--- config.mk ---
export PLATFORM = sky130hd
export DESIGN_NAME = id_ex_stage
export DESIGN_NICKNAME = d
export VERILOG_FILES = /design/src/rtl/pipe_pkg.sv /design/src/rtl/fwd_unit.sv /design/src/rtl/id_ex_stage.sv
export SDC_FILE = /design/constraint.sdc
export NUM_CORES = 1
export LEC_CHECK = 0
export CAP_MARGIN = 20
export CELL_PAD_IN_SITES_DETAIL_PLACEMENT = 1
export CELL_PAD_IN_SITES_GLOBAL_PLACEMENT = 2
export CORE_AREA = 2 2 177 179
export CTS_CLUSTER_DIAMETER = 40
export CTS_CLUSTER_SIZE = 14
export DETAILED_ROUTE_END_ITERATION = 10
export DIE_AREA = 0 0 179 181
export PLACE_DENSITY_LB_ADDON = 0.08
export SLEW_MARGIN = 0
export SYNTH_ARGS = -nofsm -noshare
export SYNTH_HDL_FRONTEND = slang
export SYNTH_HIERARCHICAL = 1
export SYNTH_SLANG_ARGS = --single-unit
--- constraint.sdc ---
create_clock -name clk -period 5.1 [get_ports clk]
set_input_delay 1.02 -clock clk [delete_from_list [all_inputs] [get_ports clk]]
set_output_delay 1.02 -clock clk [all_outputs]
set_load 0.03 [all_outputs]
--- src/rtl/pipe_pkg.sv ---
// pipe_pkg: forwarding select codes and the ID/EX control-field layout
package pipe_pkg;
  localparam logic [1:0] FWD_RF  = 2'b00;
  localparam logic [1:0] FWD_WB  = 2'b01;
  localparam logic [1:0] FWD_MEM = 2'b10;
  localparam int CTRL_W         = 8;
  localparam int CTRL_REG_WRITE = 7;
  localparam int CTRL_MEM_READ  = 6;
  localparam int CTRL_MEM_WRITE = 5;
  localparam int CTRL_ALU_SRC   = 4;
  typedef struct packed {
    logic       reg_write;
    logic       mem_read;
    logic       mem_write;
    logic       alu_src;
    logic [3:0] alu_op;
  } ctrl_t;
endpackage

--- src/rtl/fwd_unit.sv ---
// fwd_unit: operand select, WB bypass and load-use/RAW stall detection.
// ID_EX_FWD_EN enables EX/MEM and MEM/WB forwarding; otherwise every RAW stalls.
module fwd_unit
  import pipe_pkg::*;
#(
  parameter int REGW = 5
) (
  input  logic            id_valid_i,
  input  logic [REGW-1:0] id_rs1_i,
  input  logic [REGW-1:0] id_rs2_i,
  input  logic            ex_valid_i,
  input  logic            ex_reg_write_i,
  input  logic            ex_mem_read_i,
  input  logic [REGW-1:0] ex_rd_i,
  input  logic [REGW-1:0] mem_rd_i,
  input  logic            mem_reg_write_i,
  input  logic [REGW-1:0] wb_rd_i,
  input  logic            wb_reg_write_i,
  input  logic            flush_i,
  output logic [1:0]      fwd_a_o,
  output logic [1:0]      fwd_b_o,
  output logic            byp_a_o,
  output logic            byp_b_o,
  output logic            hazard_o,
  output logic            stall_o
);
  logic ex_w, ex_ld, mem_w, wb_w;
  logic ex_a, ex_b, mem_a, mem_b;
  assign ex_w  = ex_valid_i & ex_reg_write_i & (|ex_rd_i);
  assign ex_ld = ex_valid_i & ex_mem_read_i & (|ex_rd_i);
  assign mem_w = mem_reg_write_i & (|mem_rd_i);
  assign wb_w  = wb_reg_write_i & (|wb_rd_i);
  assign ex_a  = ex_rd_i == id_rs1_i;
  assign ex_b  = ex_rd_i == id_rs2_i;
  assign mem_a = mem_rd_i == id_rs1_i;
  assign mem_b = mem_rd_i == id_rs2_i;
  assign byp_a_o = wb_w & (wb_rd_i == id_rs1_i);
  assign byp_b_o = wb_w & (wb_rd_i == id_rs2_i);
`ifdef ID_EX_FWD_EN
  assign fwd_a_o  = (ex_w & ex_a) ? FWD_MEM : (mem_w & mem_a) ? FWD_WB : FWD_RF;
  assign fwd_b_o  = (ex_w & ex_b) ? FWD_MEM : (mem_w & mem_b) ? FWD_WB : FWD_RF;
  assign hazard_o = id_valid_i & ex_ld & (ex_a | ex_b);
`else
  assign fwd_a_o  = FWD_RF;
  assign fwd_b_o  = FWD_RF;
  assign hazard_o = id_valid_i & (((ex_w | ex_ld) & (ex_a | ex_b)) | (mem_w & (mem_a | mem_b)));
`endif
  assign stall_o = hazard_o & ~flush_i;
endmodule

--- src/rtl/id_ex_stage.sv ---
// id_ex_stage: ID/EX pipeline register with hazard detection and registered forward selects.
// Define ID_EX_FWD_EN to enable operand forwarding; default build stalls on every RAW.
module id_ex_stage
  import pipe_pkg::*;
#(
  parameter int XLEN = 32,
  parameter int REGW = 5
) (
  input  logic            clk,
  input  logic            rst,
  input  logic            id_valid,
  input  logic [XLEN-1:0] id_pc,
  input  logic [XLEN-1:0] id_rs1_data,
  input  logic [XLEN-1:0] id_rs2_data,
  input  logic [XLEN-1:0] id_imm,
  input  logic [REGW-1:0] id_rs1,
  input  logic [REGW-1:0] id_rs2,
  input  logic [REGW-1:0] id_rd,
  input  ctrl_t           id_ctrl,
  input  logic [REGW-1:0] mem_rd,
  input  logic            mem_reg_write,
  input  logic [REGW-1:0] wb_rd,
  input  logic            wb_reg_write,
  input  logic [XLEN-1:0] wb_data,
  input  logic            flush,
  output logic            stall_o,
  output logic            ex_valid,
  output logic [XLEN-1:0] ex_pc,
  output logic [XLEN-1:0] ex_rs1_data,
  output logic [XLEN-1:0] ex_rs2_data,
  output logic [XLEN-1:0] ex_imm,
  output logic [REGW-1:0] ex_rs1,
  output logic [REGW-1:0] ex_rs2,
  output logic [REGW-1:0] ex_rd,
  output ctrl_t           ex_ctrl,
  output logic [1:0]      ex_fwd_a,
  output logic [1:0]      ex_fwd_b
);
  localparam int W = 1 + 4 * XLEN + 3 * REGW + CTRL_W + 4;
  logic [1:0]   fwd_a, fwd_b;
  logic         byp_a, byp_b, hazard;
  logic [W-1:0] stage_d, stage_q;
  fwd_unit #(.REGW(REGW)) u_fwd (
    .id_valid_i      (id_valid),
    .id_rs1_i        (id_rs1),
    .id_rs2_i        (id_rs2),
    .ex_valid_i      (ex_valid),
    .ex_reg_write_i  (ex_ctrl[CTRL_REG_WRITE]),
    .ex_mem_read_i   (ex_ctrl[CTRL_MEM_READ]),
    .ex_rd_i         (ex_rd),
    .mem_rd_i        (mem_rd),
    .mem_reg_write_i (mem_reg_write),
    .wb_rd_i         (wb_rd),
    .wb_reg_write_i  (wb_reg_write),
    .flush_i         (flush),
    .fwd_a_o         (fwd_a),
    .fwd_b_o         (fwd_b),
    .byp_a_o         (byp_a),
    .byp_b_o         (byp_b),
    .hazard_o        (hazard),
    .stall_o         (stall_o)
  );
  // Bubbles load all-zero so the EX stage sees a harmless nop with select 00.
  assign stage_d = (flush | hazard) ? '0 :
                   {id_valid, id_pc, byp_a ? wb_data : id_rs1_data, byp_b ? wb_data : id_rs2_data,
                    id_imm, id_rs1, id_rs2, id_rd, id_ctrl, fwd_a, fwd_b};
  always_ff @(posedge clk or posedge rst) begin
    if (rst) stage_q <= '0;
    else     stage_q <= stage_d;
  end
  assign {ex_valid, ex_pc, ex_rs1_data, ex_rs2_data, ex_imm, ex_rs1, ex_rs2, ex_rd,
          ex_ctrl, ex_fwd_a, ex_fwd_b} = stage_q;
endmodule

==> results.ini <==
[clocking]
cts_max_level = 4
clock_path_buffers = 2
cts_setup_buffers = 0
clk_pin_slew_worst_paths_ps = 80
ctsResizeCount = 0
cts_tree = yes
cts_buffers = 17
worstSkewPairLatency_ps = 420
root_buffer = clkbuf_16
holdBufCountCts = 0
clock_sinks = 156

[logic_synthesis]
synth_common_cells = dfrtp_1, and2_1, nor2_1
postSynthAreaPerCell_um2 = 12.8
async_reset_ff_share_pct = 100
synth.top_cell.area_share_pct = 65.0
syn_area_um2 = 6010
ys.flop_type = dfrtp_1
synth_top_cell_by_area = dfrtp_1
synthMostInstantiatedCell = dfrtp_1
ys_types = 25
ys_seq_area_share_pct = 65.0
ys_seq_elements = 156
yosys_warnings = 6
synth_area_leaders = dfrtp_1, mux2i_1, and2_1
synth-edff-count = 0
syn_inst = 468

[worst_setup_path]
timing.rr.start = stage_q[12]
critical_path_class = in -> out
timing.rr.end = stage_q[68]
start_kind = input pin
critPathRequiredTime_ps = 4080
critPathMaxFanout = 3
rr_worst_depth = 7
regToRegSetupSlack_ps = 2720
arrival_ps = 3010
setup.worst_path.end_class = output port

[die]
die_w_um = 179
die_height_um = 181
io_pins = 356
coreArea_um2 = 30300
dieArea_um2 = 32400
start_util_pct = 19.8
rows = 64

[min_path]
min_to = stage_q[123]
min_delay_path_depth = 2
hp-start = id_pc[0]
hold_class = in -> reg

[route]
postRouteAntennaNets = 0
drt_wl_total_mm = 22.5
drc_errors = 0
wl_per_cell_um = 18.3
via_per_inst = 3.88
first_iter_violations = 134
drtPass1Iterations = 4
dr_total_vias = 4768

[timing]
min_period_over_period_pct = 79.0
rsz0062_at_grt = false
hold_viol = 0
setup_viol = 0
drv_slew = 0
clock.fmax_ghz = 0.248
relSlewSlack_pct = 42.1
tightest_slew_ps = 869
fin_crit_ps = 4030
fin_setup_tns_ps = 0
fin_skew_ps = 13.8

[cells_and_area]
drive_gt1_share_pct = 5.04
regMostFlops = stage_q
multiInputGateArea_um2 = 1920
largest_register_ffs = 156
area_delta_synth_final_pct = 75.3
fillers = 3326
reg.largest.list = stage_q (156)
fin_area_um2 = 10500
seq_area_um2 = 3900
diodes = 0
layout.nets = 1020

[placement]
place_area_um2 = 9940
hpwl_mm = 16.6
gp_congestion = 0.750
port_buffers = 355

[global_routing]
antenna_found_initial = 1
grt_max_degree = 157
overflow = 0
grt_pass1_wl_mm = 33.5
grt_pass1_vias = 5476
grt_usage_pct = 13.9

[power_and_ir_drop]
powerDensity_nw_per_um2 = 308
leakage_nw = 4.34
ir_drop_v = 0.000183

[status]
status = finished, final reports clean

[run]
maxCapViolCount = 0

-- worst max-delay path, stage by stage --
cell and delay, ps:
clkdlybuf4s50_1 480, or4_1 560, o21a_1 210, nand2_1 60, o22ai_1 70, clkdlybuf4s50_1 620
-- per-stage QoR --
stage | setup WS [ps] | utilization, % | std cells | power, mW | hold slack (ps)
global route | 995 | 34.7 | 1230 | 3.41 | 1120
detailed placement | 1080 | 32.8 | 1198 | 1.99 | 1430
floorplan | 2110 | - | 471 | 1.63 | 1150
finish | 1070 | 34.7 | 1230 | 3.25 | 1140
CTS | 1080 | 34.7 | 1230 | 3.32 | 1110
global placement | 1100 | 32.8 | 1198 | 1.99 | 1430
-- logic make-up after synthesis --
| group | synth area share, % |
|---|---|
| AND/OR/NAND/NOR | 15.5 |
| flip-flops | 65.0 |
| multiplexers | 10.7 |
| XOR/XNOR | 4.37 |
| buffers and inverters | 3.64 |
| AO/OA/AOI/OAI | 0.833 |
| other | 0.0624 |
-- area by class of cell --
class                           instances  share of cell area, %
Clock buffer                           17                   4.04
Clock inverter                         15                   1.59
Inverter                                1                 0.0713
Multi-Input combinational cell        285                   18.2
Sequential cell                       156                   37.1
Tap cell                              396                   4.70
Timing Repair Buffer                  360                   34.3
-- routing by layer --
metal	routed length [µm]	GRT usage (%)	up-vias
met5	0	0	-
met4	295	4.23	0
met3	2080	5.22	13
met2	11400	24.2	197
met1	8750	15.7	2362
li1	-	-	2196
-- power breakdown --
part / total (mW) / internal, mW / leakage (nW) / switching [mW]
clock network: 1.29 / 0.662 / 0.288 / 0.628
registers: 1.33 / 1.31 / 2.01 / 0.0233
logic: 0.626 / 0.309 / 2.04 / 0.317
total: 3.25 / 2.28 / 4.34 / 0.968
-- how the worst max path moves through the flow --
| stage | startpoint | endpoint | slack (ps) | depth (start not counted) |
|---|---|---|---|---|
| floorplan | rst | stage_q[0] | 2110 | 1 |
| global placement | mem_rd[1] | stall_o | 1100 | 6 |
| detailed placement | mem_rd[1] | stall_o | 1080 | 6 |
| CTS | mem_rd[1] | stall_o | 1080 | 6 |
| global route | id_rs1[2] | stall_o | 1000 | 6 |
| finish | mem_rd[1] | stall_o | 1070 | 6 |
-- layout by cell type (no fill, tap or decap), drive strengths merged --
cell / instances
a21oi: 1
a22oi: 2
and2: 92
buf: 5
clkbuf: 17
clkdlybuf4s50: 355
clkinv: 6
clkinvlp: 2
conb: 4
dfrtp: 156
inv: 8
mux2i: 64
nand2: 4
nand3: 2
nor2: 70
nor2b: 1
nor3: 5
nor4: 2
o21a: 1
o21ai: 2
o22ai: 2
or2: 1
or4: 2
xnor2: 6
xor2: 24
Note: power is estimated with default switching activity, not from simulation.
